$ cat config.mk
export PLATFORM = sky130hd
export DESIGN_NAME = uart_rx_core
export DESIGN_NICKNAME = d
export VERILOG_FILES = /design/src/rtl/uart_pkg.sv /design/src/rtl/uart_rx_tick_gen.sv /design/src/rtl/uart_rx_core.sv
export SDC_FILE = /design/constraint.sdc
export NUM_CORES = 1
export LEC_CHECK = 0
export ABC_AREA = 1
export ABC_CLOCK_PERIOD_IN_PS = 1900
export CAP_MARGIN = 20
export CELL_PAD_IN_SITES_DETAIL_PLACEMENT = 0
export CELL_PAD_IN_SITES_GLOBAL_PLACEMENT = 1
export CORE_UTILIZATION = 44
export DETAILED_ROUTE_END_ITERATION = 10
export DONT_BUFFER_PORTS = 1
export PLACE_DENSITY_LB_ADDON = 0.1
export SLEW_MARGIN = 20
export SYNTH_ARGS = -nofsm -noshare
export SYNTH_HDL_FRONTEND = slang
export SYNTH_SLANG_ARGS = --single-unit
$ cat constraint.sdc
create_clock -name clk -period 1.9 [get_ports clk]
set_input_delay 0.19 -clock clk [delete_from_list [all_inputs] [get_ports clk]]
set_output_delay 0.19 -clock clk [all_outputs]
set_load 0.02 [all_outputs]
$ cat src/rtl/uart_pkg.sv
// Shared definitions for the UART receive path: FSM states and frame constants.
// Latency: n/a (types and constants only).
// Backpressure: n/a.
package uart_pkg;

  localparam int OVERSAMPLE_DEFAULT = 16;
  localparam int DATA_BITS          = 8;

  typedef enum logic [2:0] {
    ST_IDLE,
    ST_START,
    ST_DATA,
    ST_STOP,
    ST_BREAK
  } rx_state_t;

endpackage

$ cat src/rtl/uart_rx_tick_gen.sv
// Oversample prescaler: one-clk tick every CLOCK_SCALE clks while not held in restart.
// Latency: first tick CLOCK_SCALE clks after restart drops.
// Backpressure: none; free-running while enabled.
module uart_rx_tick_gen import uart_pkg::*; #(
  parameter int CLOCK_SCALE = 26
) (
  input  logic clk,
  input  logic reset,
  input  logic restart,
  output logic tick
);

  localparam int CW = (CLOCK_SCALE > 1) ? $clog2(CLOCK_SCALE) : 1;

  logic [CW-1:0] count;

  // Count 0..CLOCK_SCALE-1; restart pins the count at zero so a new frame starts phase-aligned.
  always_ff @(posedge clk) begin
    if (reset || restart) begin
      count <= '0;
    end else if (count == CW'(CLOCK_SCALE - 1)) begin
      count <= '0;
    end else begin
      count <= count + CW'(1);
    end
  end

  assign tick = !reset && !restart && (count == CW'(CLOCK_SCALE - 1));

endmodule

$ cat src/rtl/uart_rx_core.sv
// 8N1 UART receiver with mid-bit sampling and sticky status flags.
// Latency: data_received rises 1 clk after the stop-bit mid-point tick (~9.5 bit times + 2 sync clks).
// Backpressure: none; a byte arriving while data_received=1 is dropped and flagged as overrun.
module uart_rx_core import uart_pkg::*; #(
  parameter int CLOCK_SCALE = 26,
  parameter int OVERSAMPLE  = OVERSAMPLE_DEFAULT
) (
  input  logic       clk,
  input  logic       reset,
  input  logic       rx,
  input  logic       clear_dr,
  output logic [7:0] rx_data,
  output logic       data_received,
  output logic       framing_error,
  output logic       overrun,
  output logic       rx_active
);

  localparam int TW = $clog2(OVERSAMPLE);
  localparam int BW = $clog2(DATA_BITS);

  rx_state_t      state;
  logic           rx_meta;
  logic           rx_sync;
  logic           tick;
  logic [TW-1:0]  tick_cnt;
  logic [BW-1:0]  bit_cnt;
  logic [7:0]     shift;

  // Two-flop synchronizer; idles high so reset never looks like a start bit.
  always_ff @(posedge clk) begin
    if (reset) begin
      rx_meta <= 1'b1;
      rx_sync <= 1'b1;
    end else begin
      rx_meta <= rx;
      rx_sync <= rx_meta;
    end
  end

  uart_rx_tick_gen #(
    .CLOCK_SCALE(CLOCK_SCALE)
  ) u_tick_gen (
    .clk     (clk),
    .reset   (reset),
    .restart (state == ST_IDLE),
    .tick    (tick)
  );

  // Receive FSM with registered outputs; frame completion overrides a coincident clear_dr.
  always_ff @(posedge clk) begin
    if (reset) begin
      state         <= ST_IDLE;
      tick_cnt      <= '0;
      bit_cnt       <= '0;
      shift         <= 8'h00;
      rx_data       <= 8'h00;
      data_received <= 1'b0;
      framing_error <= 1'b0;
      overrun       <= 1'b0;
      rx_active     <= 1'b0;
    end else begin
      if (clear_dr) begin
        data_received <= 1'b0;
        framing_error <= 1'b0;
        overrun       <= 1'b0;
      end
      case (state)
        ST_IDLE: begin
          if (!rx_sync) begin
            state     <= ST_START;
            tick_cnt  <= '0;
            bit_cnt   <= '0;
            rx_active <= 1'b1;
          end
        end
        ST_START: begin
          if (tick) begin
            if (tick_cnt == TW'(OVERSAMPLE / 2 - 1)) begin
              tick_cnt <= '0;
              if (!rx_sync) begin
                state <= ST_DATA;
              end else begin
                state     <= ST_IDLE;
                rx_active <= 1'b0;
              end
            end else begin
              tick_cnt <= tick_cnt + TW'(1);
            end
          end
        end
        ST_DATA: begin
          if (tick) begin
            if (tick_cnt == TW'(OVERSAMPLE - 1)) begin
              tick_cnt       <= '0;
              shift[bit_cnt] <= rx_sync;
              if (bit_cnt == BW'(DATA_BITS - 1)) begin
                state <= ST_STOP;
              end else begin
                bit_cnt <= bit_cnt + BW'(1);
              end
            end else begin
              tick_cnt <= tick_cnt + TW'(1);
            end
          end
        end
        ST_STOP: begin
          if (tick) begin
            if (tick_cnt == TW'(OVERSAMPLE - 1)) begin
              tick_cnt  <= '0;
              rx_active <= 1'b0;
              if (rx_sync) begin
                state <= ST_IDLE;
                if (!data_received || clear_dr) begin
                  rx_data       <= shift;
                  data_received <= 1'b1;
                end else begin
                  overrun <= 1'b1;
                end
              end else begin
                state         <= ST_BREAK;
                framing_error <= 1'b1;
              end
            end else begin
              tick_cnt <= tick_cnt + TW'(1);
            end
          end
        end
        ST_BREAK: begin
          if (rx_sync) begin
            state <= ST_IDLE;
          end
        end
        default: begin
          state     <= ST_IDLE;
          rx_active <= 1'b0;
        end
      endcase
    end
  end

endmodule

== Yosys cells after proc, flatten, opt, wreduce, memory -nomap -nowiden ==
Index checks and enable logic that the tools add are counted.

* Memory bits (read-only): 0
* Latch bits: 0
* Input port bits: 4
* Memory bits (writable): 0
* Register bits after elaboration: 37
* Output and inout bits: 12
* Memories kept: 0
* Word-level logic and storage cells: 108

* Shifts and indexed selects: 0
* Add/subtract/negate cells: 3
* Magnitude comparators: 2
* Bitwise logic cells: 1
* Div/mod/pow operators: 0
* Equality and inequality tests: 20
* $mul: 0
* Muxes and demuxes: 50
* Reduce and logical (&&, ||, !) cells: 20

{| class="wikitable"
|+ Operators with widths
! operator !! count
|-
| two-way mux 3 bit || 14
|-
| two-way mux 1 bit || 24
|-
| inequality test 2 bit, second input constant || 11
|-
| two-way mux 4 bit || 5
|-
| one-hot mux 3 bit (5 select lines) || 1
|-
| one-hot mux 4 bit (3 select lines) || 1
|-
| AND reduction 5 bit || 2
|-
| AND reduction 9 bit || 1
|-
| bitwise mux 8 bit || 1
|-
| AND reduction 7 bit || 1
|-
| == test 3 x 2 -> 1 bit, second input constant || 2
|-
| == test 3 bit, second input constant || 2
|-
| one-hot mux 3 bit (2 select lines) || 1
|-
| OR reduction 2 bit || 3
|-
| adder 5 x 1 -> 5 bit, second input constant || 1
|-
| == test 5 bit, second input constant || 1
|-
| adder 4 x 1 -> 4 bit, second input constant || 1
|-
| == test 4 x 3 -> 1 bit, second input constant || 1
|-
| == test 4 bit, second input constant || 1
|-
| < comparator 3 x 4 -> 1 bit, second input constant || 1
|-
| one-hot mux 1 bit (4 select lines) || 1
|-
| AND reduction 4 bit || 1
|-
| adder 3 x 1 -> 3 bit, second input constant || 1
|-
| demux 1 bit (select 3 bit) || 1
|-
| other kinds (12) || 17
|}

== Depth between registers and ports, before layout ==
Gate-level depths: netlist of run 1.

* Word-level depth: 7
* Depth in mapped cells: 12
* Mapped depth without buffers: 12

== Hierarchy ==
A second synthesis of run 1 with hierarchy kept.

* Cell total of the unflattened synthesis: 262
* Area, all modules: 1886.8 µm²

{| class="wikitable"
|+ Modules (own cells, without submodules)
! module !! seq. area each (µm²) !! times used !! area an instance (µm²) !! cells each
|-
| uart_rx_core || 640.6 || 1 || 1650.3 || 231
|-
| uart_rx_tick_gen || 100.1 || 1 || 236.5 || 31
|}

== Worst setup path after synthesis of run 1 ==
Ideal clock, no wire load.

* Path type: reg2reg
* Start point: register u_tick_gen.count[0]
* End point: register rx_data[0]
* Cell stages (with the launch flop): 10
* Clock period less this slack: 1494 ps
* Data arrival time: 1381 ps
* Setup time: 113 ps
* Buffers on the path: 1
* Data required time: 1787 ps
* Path slack: 406 ps
* Cells stage by stage: dfxtp_1 -> ha_1 -> nand2_1 -> nor2_4 -> nand3_4 -> nor2_8 -> nand4_4 -> buf_6 -> nor2_1 -> nor2_1

* Word-level cells in the longest chain between the ends: 3

{| class="wikitable"
|+ RTL lines
! what !! RTL line !! text
|-
| start: declaration || uart_rx_tick_gen.sv:15 || <nowiki>logic [CW-1:0] count;</nowiki>
|-
| start signal: assignment || uart_rx_tick_gen.sv:24 || <nowiki>count <= count + CW'(1);</nowiki>
|-
| == test 5 bit || uart_rx_tick_gen.sv:28 || <nowiki>assign tick = !reset && !restart && (count == CW'(CLOCK_SCALE - 1));</nowiki>
|-
| logical AND 1 bit || uart_rx_tick_gen.sv:28 ||
|-
| AND reduction 5 bit (no line) || n/a ||
|-
| end signal: assignment || uart_rx_core.sv:115 || <nowiki>rx_data <= shift;</nowiki>
|-
| end: declaration || uart_rx_core.sv:12 || <nowiki>output logic [7:0] rx_data,</nowiki>
|}

Every way passes these cells.
A chain may end at the register's enable or synchronous reset.

== Final worst setup path of run 1 ==
* Start point: register tick_cnt[1]
* End point: register rx_data[4]

* Word-level cells in the longest chain between the ends: 2

{| class="wikitable"
|+ RTL lines
! what !! RTL line !! text
|-
| start: declaration || uart_rx_core.sv:26 || <nowiki>logic [TW-1:0] tick_cnt;</nowiki>
|-
| start signal: assignment || uart_rx_core.sv:88 || <nowiki>tick_cnt <= tick_cnt + TW'(1);</nowiki>
|-
| start signal: assignment || uart_rx_core.sv:103 || <nowiki>tick_cnt <= tick_cnt + TW'(1);</nowiki>
|-
| start signal: assignment || uart_rx_core.sv:125 || <nowiki>tick_cnt <= tick_cnt + TW'(1);</nowiki>
|-
| == test 4 bit || uart_rx_core.sv:109 || <nowiki>if (tick_cnt == TW'(OVERSAMPLE - 1)) begin</nowiki>
|-
| AND reduction 5 bit (no line) || n/a ||
|}

Every way passes these cells.

==> out/results.txt, run 1 <==
status -> finished clean
number of port buffers -> 0
post-synthesis mux area share -> 0
critical path cell sequence -> ha_1 -> nand2_1 -> nor2_1 -> inv_2 -> nor2_8 -> nand4_2 -> nor2_1 -> nor2_1
num ports -> 16
largest net degree at the start of global routing -> 18
Vias/cell -> 4.843
Area growth, synth to finish -> 10.25%
WL final -> 3.755 mm
Chip Height -> 66.94 um
WS Path Type -> reg -> reg
Avg Inst Size Synth -> 6.772 um^2
Clock Skew -> 0.007192 ns
Total Routing Usage GR -> 0.1885
slowest stage delay, CP -> 0.36 ns
post-synthesis adder-cell area fraction -> 0.03372
drt drc -> 0
Rel. slew slack -> 0.7316
RSZ-0062 raised after global routing -> no
H-tree lvl count -> 2
post-CTS resize count -> 0
CTS Sinks -> 37
Final Max Slew Viols -> 0
post-synthesis cell type count -> 25
core footprint -> 4029 um^2
Initial Utilization -> 0.4606
worst skew pair latency -> 0.29 ns
largest area contributor in the synthesized netlist -> dfxtp_1
GPL Wtd Cong -> 0.8035
Final Hold Fails -> 0
Util after Layout -> 0.5078
Critical Path End Type -> flop
initial drt markers -> 75
CP required -> 2.09 ns
max_cap viols -> 0
Mapped Nets -> 283
vias in the first global route -> 1405
Syn Inst Count -> 274
Final Cycle Share -> 0.9101
top cells by instance count after synthesis -> nand2_1, nor2_1, inv_1
Worst setup SP type -> flop
slowest stage cell, crit path -> dfxtp_1
most frequent cell after synthesis -> nand2_1
layout cell share with drive strength beyond 1 -> 0.08865
Crit path top cell by count -> nor2_1
Reg clk slew, reported paths -> 0.07 ns
reg2reg path depth -> 8
antenna-violating nets left -> 0
Setup Viol. Count Final -> 0
Reg2Reg Setup Slack -> 0.17 ns
CTS root buf -> clkbuf_8
setup repair bufs after CTS -> 0
Worst Hold Depth -> 3
HP Start -> clear_dr
HP Class -> in -> reg
total die area -> 4481 um^2
xor and xnor fraction of the mapped netlist area -> 0.004720
Synth Area in Compound Gates -> 0.07148
r2r startpoint -> tick_cnt[1]
Pre-antenna DRT Iters -> 4
Peak VDD IR -> 0.6665 mV
WHS Endpoint -> overrun
initial antenna violation count -> 0
chip width -> 66.94 um
GRT overflow -> 0
R2R Path End -> rx_data[4]
largest family of logic cells by synthesized area -> simple AND/OR/NAND/NOR gates
CTS Buf Count -> 5
Hold Slack -> 0.07484 ns
sequential fraction of the synthesis area -> 0.3992
Post-Syn Area -> 1856 um^2
row count -> 23
Power Density -> 1081 nW/um^2
drt wl/cell -> 11.31 um
global-route wire length before repair -> 6.216 mm
post-synthesis simple-gate area fraction -> 0.3803
CTS tree -> built
yosys warns -> 0
Detail Placement HPWL -> 2.721 mm
Max clock buf depth -> 2
asr flop ratio synth -> 0
Synth Flop Type -> dfxtp_1
Post-synth EDFFs -> 0
leak pwr -> 0.9837 nW
via count -> 1608
min cycle time layout -> 1.729 ns
Fmax -> 578.3 MHz
post-synth top area share -> 0.3992
crit path max fanout -> 11
Net count, final -> 290
setup_tns -> 0 ns
ant diodes -> 0
top cells by area, synth -> dfxtp_1, nand2_1, nor2_1, inv_1, nand3_1
Yosys reg bits -> 37
Worst-Margin Slew -> 0.4008 ns
CP arrival -> 1.92 ns
[placed cells by master (no fill, tap or decap)]
master / instances
nand2_1: 72
nor2_1: 52
inv_1: 39
dfxtp_1: 37
nand3_1: 19
a21oi_1: 16
clkbuf_8: 6
o21ai_0: 5
ha_1: 5
nand4_1: 4
or2_2: 4
inv_2: 3
buf_4: 3
o211a_1: 2
dlygate4sd3_1: 2
nor2_4: 1
nor2_2: 1
nand2_2: 1
nand3_4: 1
nor2_8: 1
nand4_4: 1
xor2_1: 1
o211ai_1: 1
nand3b_1: 1
nor3_1: 1
bufinv_16: 1
clkinvlp_4: 1
nand4_2: 1
[where the power goes]
part | switching (mW) | total, mW | internal [mW]
logic | 0.407 | 0.585 | 0.178
registers | 0.0771 | 0.911 | 0.834
clock network | 0.290 | 0.716 | 0.427
[per-layer routing]
| layer | vias up | wire [um] | GRT usage |
|---|---|---|---|
| met4 | 0 | 51 | 0.06383 |
| met1 | 701 | 1975 | 0.2505 |
| met2 | 38 | 1534 | 0.2828 |
| met3 | 5 | 193 | 0.06164 |
| met5 | - | 0 | 0 |
| li1 | 864 | - | - |
[sequential cells by signal, summed over array words and instances (netlist names)]
signal	count
data_received	1
rx_data	8
rx_meta	1
u_tick_gen.count	5
rx_active	1
tick_cnt	4
rx_sync	1
state	3
bit_cnt	3
overrun	1
framing_error	1
shift	8
[stage by stage]
step	instances	power (mW)	area, um^2	setup slack (ns)
floorplan	274	1.392	1856	0.4060
global route	332	2.373	2046	0.006791
CTS	331	2.229	2033	0.1775
global placement	321	1.513	1893	0.2215
finish	332	2.212	2046	0.1708
detailed placement	321	1.501	1893	0.1927
[worst max-delay path by stage]
stage,to,cells after the start,start,slack [ns]
floorplan,rx_data[0],9,u_tick_gen.count[0],0.41
global route,rx_data[2],9,tick_cnt[0],0.007
finish,rx_data[4],8,tick_cnt[1],0.17
CTS,rx_data[7],8,tick_cnt[1],0.18
detailed placement,rx_data[7],8,tick_cnt[0],0.19
global placement,rx_data[2],8,u_tick_gen.count[0],0.22
[what timing repair did]
| item | CTS | global route |
|---|---|---|
| hold buffers | 2 | 0 |
| setup endpoints to repair | 0 | 1 |
| endpoints found under the hold margin | 9 | 0 |
[cell families after synthesis]
group,after synthesis
fa+ha+maj,5
flops,37
buf+inv,48
simple gates,159
xor+xnor,1
compound gates,24
[critical path, delay by kind of cell, from the launching register on]
kind,cells,cell delay [ns]
buffers and inverters,1,0.11
and+or+nand+nor,6,0.97
adders and majority gates,1,0.18
DFF,1,0.36
[final cells by class]
| type | count | area [um^2] |
|---|---|---|
| Timing Repair Buffer | 5 | 42.54 |
| Sequential cell | 37 | 740.7 |
| Fill cell | 421 | 1983 |
| Clock inverter | 2 | 37.54 |
| Tap cell | 50 | 62.56 |
| Inverter | 42 | 157.7 |
| Clock buffer | 6 | 82.58 |
| Multi-Input combinational cell | 190 | 922.1 |
Note: power is estimated with default switching activity, not from simulation.
==> run 2, diff against run 1 <==
--- a/config.mk
+++ b/config.mk
@@ -5,12 +5,12 @@
 export SDC_FILE = /design/constraint.sdc
 export NUM_CORES = 1
 export LEC_CHECK = 0
-export ABC_AREA = 1
 export ABC_CLOCK_PERIOD_IN_PS = 1900
 export CAP_MARGIN = 20
 export CELL_PAD_IN_SITES_DETAIL_PLACEMENT = 0
 export CELL_PAD_IN_SITES_GLOBAL_PLACEMENT = 1
-export CORE_UTILIZATION = 44
+export CORE_UTILIZATION = 50
+export CTS_BUF_LIST = sky130_fd_sc_hd__clkbuf_2 sky130_fd_sc_hd__clkbuf_4 sky130_fd_sc_hd__clkbuf_8
 export DETAILED_ROUTE_END_ITERATION = 10
 export DONT_BUFFER_PORTS = 1
 export PLACE_DENSITY_LB_ADDON = 0.1
==> run 2 against run 1 <==
  * Critical path depth down 2
  * First-iteration DRC count down 21%
  * Synthesized area down 8.8%
  * Combinational power down 92%
  * Non-clock buffer count up 4
  * Design area down 11%
  * Utilization up 7.4 points
  * Critical endpoint is now bit_cnt[0]
  * Largest cell class unchanged
  * Largest power group unchanged
==> out/results.txt, run 2 <==
status -> finished clean
Pre-antenna DRT Iters -> 4 (unchanged)
setup_tns -> 0 ns (unchanged)
number of port buffers -> 0 (unchanged)
num ports -> 16 (unchanged)
largest area contributor in the synthesized netlist -> dfxtp_1
Post-synth EDFFs -> 0 (unchanged)
worst path buffer plus inverter count -> 1 (unchanged)
Reg2Reg Setup Slack -> 0.23 ns (+0.06 ns)
Critical Path End Type -> flop
Mapped Nets -> 186 (-34%)
Worst setup startpoint -> tick_cnt[0]
chip width -> 60.19 um (-10%)
top cells by area, synth -> dfxtp_1, mux2i_1, nor2_1, ha_1, nand4_1
Setup Viol. Count Final -> 0 (unchanged)
H-tree lvl count -> 2 (unchanged)
Peak VDD IR -> 0.5056 mV (-24%)
r2r startpoint -> tick_cnt[0]
RSZ-0062 raised after global routing -> no
top cells by instance count after synthesis -> dfxtp_1, nor2_1, mux2i_1
post-synthesis cell type count -> 45 (+80%)
max_cap viols -> 0 (unchanged)
row count -> 20 (-13%)
Chip Height -> 60.19 um (-10%)
worst skew pair latency -> 0.34 ns (+0.05 ns)
CP required -> 2.19 ns (+0.10 ns)
most common cell after layout, fill and taps aside -> dfxtp_1
largest net degree at the start of global routing -> 30 (+12)
core footprint -> 3128 um^2 (-22%)
global-route wire length before repair -> 4.926 mm (-21%)
Worst setup SP type -> flop
Final Cycle Share -> 0.8807 (-0.02942)
vias in the first global route -> 1148 (-18%)
yosys warns -> 0 (unchanged)
Total Routing Usage GR -> 0.1898 (+0.001280)
HP Class -> in -> reg
Syn Inst Count -> 177 (-35%)
fillcell total -> 277 (-34%)
slowest stage cell, crit path -> dfxtp_1
initial drt markers -> 59 (-21%)
slowest stage delay, CP -> 0.38 ns (+0.02 ns)
crit path max fanout -> 9 (-2)
min cycle time layout -> 1.673 ns (-0.05589 ns)
Worst-Margin Slew -> 0.5341 ns (+0.1333 ns)
critical path depth -> 6 (-2)
CTS root buf -> clkbuf_4
Reg clk slew, reported paths -> 0.11 ns (+0.04 ns)
Yosys reg bits -> 37 (unchanged)
most frequent cell after synthesis -> dfxtp_1
antenna-violating nets left -> 0 (unchanged)
dpl cell area -> 1722 um^2 (-9.1%)
CTS Buf Count -> 5 (unchanged)
Fmax -> 597.6 MHz (+3.3%)
Net count, final -> 189 (-35%)
drt drc -> 0 (unchanged)
leading registers by flop count -> rx_data x8, shift x8, u_tick_gen.count x5
WL final -> 2.970 mm (-21%)
via count -> 1224 (-24%)
post-synth top area share -> 0.4375 (+0.03836)
sequential fraction of the synthesis area -> 0.4375 (+0.03836)
initial antenna violation count -> 0 (unchanged)
ant diodes -> 0 (unchanged)
Area growth, synth to finish -> 7.465%
GRT overflow -> 0 (unchanged)
Final Max Slew Viols -> 0 (unchanged)
CTS tree -> built
CTS Hold Bufs -> 3 (+1)
Crit path max-delay family -> simple AND/OR/NAND/NOR gates
Max clock buf depth -> 2 (unchanged)
cell area after layout -> 1819 um^2 (-11%)
Post-Syn Area -> 1693 um^2 (-8.8%)
setup repair bufs after CTS -> 0 (unchanged)
asr flop ratio synth -> 0 (unchanged)
leak pwr -> 0.7677 nW (-22%)
Rel. slew slack -> 0.6439 (-0.08766)
GPL Wtd Cong -> 0.8093 (+0.72%)
Avg Inst Size Synth -> 9.564 um^2 (+41%)
drt wl/cell -> 13.26 um (+17%)
layout cell share with drive strength beyond 1 -> 0.1500 (+0.06135)
post-CTS resize count -> 0 (unchanged)
Final Hold Fails -> 0 (unchanged)
critical path cell sequence -> ha_1 -> and4_1 -> buf_4 -> nand3_1 -> nor2_1 -> mux2_2
total die area -> 3622 um^2 (-19%)
Synth Flop Type -> dfxtp_1
CP arrival -> 1.97 ns (+0.05 ns)
most frequent cells in the layout -> dfxtp_1, nor2_1, mux2i_1, nand4_1, nand2_1
Setup crit end -> bit_cnt[0]
Detail Placement HPWL -> 2.000 mm (-26%)
Initial Utilization -> 0.5412 (+0.08064)
CTS Sinks -> 37 (unchanged)
Vias/cell -> 5.464 (+13%)
Power Density -> 746.4 nW/um^2 (-31%)
R2R Path End -> bit_cnt[0]
WS Path Type -> reg -> reg
Clock Skew -> 0.01383 ns (+0.006635 ns)
register area -> 740.7 um^2 (unchanged)
reg2reg path depth -> 6 (-2)
area of the multi-input gates -> 869.6 um^2 (-5.7%)
run 2: cell types whose count changed in the layout (fill, tap and decap cells not counted), sizes merged, moves of 5 or more:
cell,previous run,this run
nand2,73,7
inv,42,3
nor2,55,31
mux2i,0,17
nand3,20,6
a21oi,16,6
nor3,1,6
run 2: metal layers:
| metal | global-route usage | up-vias | share of wire |
|---|---|---|---|
| li1 | - | 627 | - |
| met1 | 0.2358 | 567 | 0.52 |
| met2 | 0.2794 | 26 | 0.42 |
| met3 | 0.07359 | 4 | 0.046 |
| met4 | 0.1030 | 0 | 0.018 |
| met5 | 0 | - | 0 |
run 2: area by class of cell:
cell class | instances | area share
multi-input cells | 124 | 0.4780
repair buffers | 9 | 0.03851
well taps | 44 | 0.03026
inverters | 3 | 0.006190
clock inverters | 2 | 0.01926
clock buffers | 5 | 0.02063
flip-flops and latches | 37 | 0.4072
run 2: worst register-to-register path: cells and delay by family, from the launching register on:
kind / cells / cell delay, ns
adder cells (fa/ha/maj): 1 / 0.21
buffers and inverters: 1 / 0.22
flip-flops: 1 / 0.38
multiplexers: 1 / 0.18
AND/OR/NAND/NOR: 3 / 0.64
run 2: how the worst min path moves through the flow:
stage,cells after the start,to,startpoint
2_1_floorplan,1,overrun,clear_dr
3_3_place_gp,1,tick_cnt[1],reset
3_5_place_dp,1,tick_cnt[1],reset
4_1_cts,2,framing_error,clear_dr
5_1_grt,2,framing_error,clear_dr
6_report,2,framing_error,clear_dr
run 2: where the power goes:
group	switching, mW	leakage (nW)	internal (mW)
sequential	0.00957	0.299	0.780
clock	0.255	0.0410	0.268
combinational	0.0270	0.428	0.0177
total	0.292	0.768	1.07
run 2: logic make-up after synthesis:
kind of cell | Yosys count | synth area share
xor gates and xnor gates | 4 | 0.02513
adders and majority gates | 5 | 0.03695
and+or+nand+nor | 80 | 0.2646
buffers and inverters | 16 | 0.04878
AOI/OAI and AO/OA | 17 | 0.07982
DFF | 37 | 0.4375
muxes | 18 | 0.1072
run 2: metrics by stage:
step           std cells    util  power (mW)  hold slack, ns  setup slack [ns]
2_1_floorplan        177       -      0.8424          0.2668            0.4167
3_3_place_gp         214  0.5504      0.8383          0.2632            0.3149
3_5_place_dp         214  0.5504      0.8390          0.2663            0.2618
4_1_cts              224  0.5832       1.380         0.01748           0.08588
5_1_grt              224  0.5816       1.412         0.02256            0.1138
6_report             224  0.5816       1.358         0.03189            0.2267
==> run 3, diff against run 2 <==
--- a/config.mk
+++ b/config.mk
@@ -6,13 +6,13 @@
 export NUM_CORES = 1
 export LEC_CHECK = 0
 export ABC_CLOCK_PERIOD_IN_PS = 1900
+export BUFFER_PORTS_ARGS = -buffer_cell sky130_fd_sc_hd__buf_2
 export CAP_MARGIN = 20
 export CELL_PAD_IN_SITES_DETAIL_PLACEMENT = 0
 export CELL_PAD_IN_SITES_GLOBAL_PLACEMENT = 1
-export CORE_UTILIZATION = 50
+export CORE_UTILIZATION = 40
 export CTS_BUF_LIST = sky130_fd_sc_hd__clkbuf_2 sky130_fd_sc_hd__clkbuf_4 sky130_fd_sc_hd__clkbuf_8
 export DETAILED_ROUTE_END_ITERATION = 10
-export DONT_BUFFER_PORTS = 1
 export PLACE_DENSITY_LB_ADDON = 0.1
 export SLEW_MARGIN = 20
 export SYNTH_ARGS = -nofsm -noshare
==> run 3 against run 2 <==
  * Critical path depth shrank 1
  * Non-clock buffer count grew 15
  * Sequential cell count stayed put
  * Clock power rose by 36%
  * Sequential power is 0.6% lower
  * Register-to-register slack worse by 0.02 ns
  * Critical endpoint is now framing_error
==> out/results.txt, run 3 (synthesis results as in run 2) <==
Worst-Margin Slew -> 0.4051 ns (-0.1290 ns)
largest net degree at the start of global routing -> 20 (-33%)
reg2reg path depth -> 5 (-1)
HP Start -> rx
Final Cycle Share -> 0.8886 (+0.007914)
Worst setup SP type -> flop
Worst Hold Depth -> 2 (unchanged)
Initial Utilization -> 0.4202 (-0.1210)
dpl cell area -> 1827 um^2 (+6.1%)
chip width -> 67.06 um (+11%)
Total Routing Usage GR -> 0.1678 (-0.02201)
Clock Skew -> 0.005170 ns (-0.008658 ns)
number of port buffers -> 15 (+15)
Net count, final -> 204 (+7.9%)
Max clock buf depth -> 2 (unchanged)
Hold Slack -> 0.08274 ns (+0.05085 ns)
Setup WS pre-CTS -> 0.1029 ns (-0.1589 ns)
Power Density -> 795.8 nW/um^2 (+6.6%)
drt drc -> 0 (unchanged)
RSZ-0062 raised after global routing -> no
most common cell after layout, fill and taps aside -> dfxtp_1
leading registers by flop count -> rx_data x8, shift x8, u_tick_gen.count x5
setup repair bufs after CTS -> 0 (unchanged)
min cycle time layout -> 1.688 ns (+0.01504 ns)
Peak VDD IR -> 0.3974 mV (-21%)
r2r startpoint -> u_tick_gen.count[0]
cell area after layout -> 1948 um^2 (+7.1%)
R2R Path End -> framing_error
H-tree lvl count -> 2 (unchanged)
Area growth, synth to finish -> 15.08%
Reg clk slew, reported paths -> 0.07 ns (-0.04 ns)
total die area -> 4496 um^2 (+24%)
Setup Viol. Count Final -> 0 (unchanged)
Fmax -> 592.3 MHz (-0.89%)
via count -> 1274 (+4.1%)
Final Max Slew Viols -> 0 (unchanged)
num ports -> 16 (unchanged)
vias in the first global route -> 1146 (-0.17%)
Finished Layout Cells -> 246 (+9.8%)
CTS root buf -> clkbuf_8
global-route wire length before repair -> 5.444 mm (+11%)
GPL Wtd Cong -> 0.7765 (-4.1%)
max_cap viols -> 0 (unchanged)
WL final -> 3.275 mm (+10%)
drt wl/cell -> 13.31 um (+0.41%)
Rel. slew slack -> 0.7277 (+0.08377)
Chip Height -> 67.06 um (+11%)
initial antenna violation count -> 0 (unchanged)
CTS tree -> built
PnR worst setup slack -> 0.2116 ns (-0.01504 ns)
leak pwr -> 0.8641 nW (+13%)
HP Class -> in -> reg
CTS Sinks -> 37 (unchanged)
GRT overflow -> 0 (unchanged)
WS Path Type -> reg -> reg
initial drt markers -> 69 (+17%)
Util after Layout -> 0.4835 (-0.09806)
antenna-violating nets left -> 0 (unchanged)
WHS Endpoint -> rx_meta
crit path max fanout -> 10 (+1)
row count -> 23 (+15%)
Reg2Reg Setup Slack -> 0.21 ns (-0.02 ns)
most frequent cells in the layout -> dfxtp_1, nor2_1, mux2i_1, buf_2, buf_4
Vias/cell -> 5.179 (-5.2%)
worst skew pair latency -> 0.29 ns (-0.05 ns)
Pre-antenna DRT Iters -> 4 (unchanged)
Final Hold Fails -> 0 (unchanged)
CP arrival -> 1.91 ns (-0.06 ns)
Placed Cells -> 238 (+11%)
Critical Path End Type -> flop
CP required -> 2.12 ns (-0.07 ns)
status -> finished clean
Total Power -> 1.550 mW (+14%)
layout cell share with drive strength beyond 1 -> 0.2347 (+0.08469)
setup_tns -> 0 ns (unchanged)
ant diodes -> 0 (unchanged)
core footprint -> 4029 um^2 (+29%)
CTS Buf Count -> 5 (unchanged)
Detail Placement HPWL -> 2.365 mm (+18%)
==> run 3: changes by cell type in the layout (fill, tap and decap cells not counted), moves of 2 or more <==
| cell | previous run | this run |
|---|---|---|
| buf_4 | 6 | 9 |
| dlygate4sd3_1 | 2 | 0 |
| clkbuf_4 | 5 | 0 |
| clkbuf_8 | 0 | 6 |
| buf_2 | 1 | 15 |
==> run 3: what timing repair did <==
action,in CTS,in global routing
hold buffers,0,0
endpoints found under the setup margin,0,2
resized for setup,0,1
==> run 3: final cells by class <==
class / instances / area (um^2)
Inverter: 3 / 11.26
Timing Repair Buffer: 24 / 142.6
Multi-Input combinational cell: 124 / 870.8
Clock inverter: 2 / 37.54
Clock buffer: 6 / 82.58
Sequential cell: 37 / 740.7
Fill cell: 390 / 2081
Tap cell: 50 / 62.56
==> run 3: worst max-delay path by stage <==
| stage | start | endpoint | slack, ns |
|---|---|---|---|
| after global routing | u_tick_gen.count[0] | framing_error | 0.12 |
| after CTS | u_tick_gen.count[0] | framing_error | 0.08 |
| final | u_tick_gen.count[0] | framing_error | 0.21 |
| after global placement | u_tick_gen.count[0] | framing_error | 0.15 |
| after floorplan | u_tick_gen.count[0] | tick_cnt[1] | 0.42 |
| after detailed placement | u_tick_gen.count[0] | framing_error | 0.10 |
==> run 3: metal layers <==
metal / global-route usage / share of wire
met2: 0.2375 / 0.44
met5: 0 / 0
met3: 0.05137 / 0.039
met4: 0.07979 / 0.017
met1: 0.2270 / 0.50
==> run 3: where the power goes <==
part | leakage (nW) | total (mW) | switching [mW] | internal (mW)
registers | 0.299 | 0.785 | 0.00549 | 0.780
clock network | 0.0574 | 0.709 | 0.283 | 0.427
logic | 0.508 | 0.0556 | 0.0358 | 0.0198
==> run 3: worst max-delay path, cell delays in order, from the launching register on <==
cell,delay (ns)
dfxtp_1,0.38
ha_1,0.16
and4b_2,0.39
nand4_2,0.15
or4_1,0.41
a21oi_1,0.14
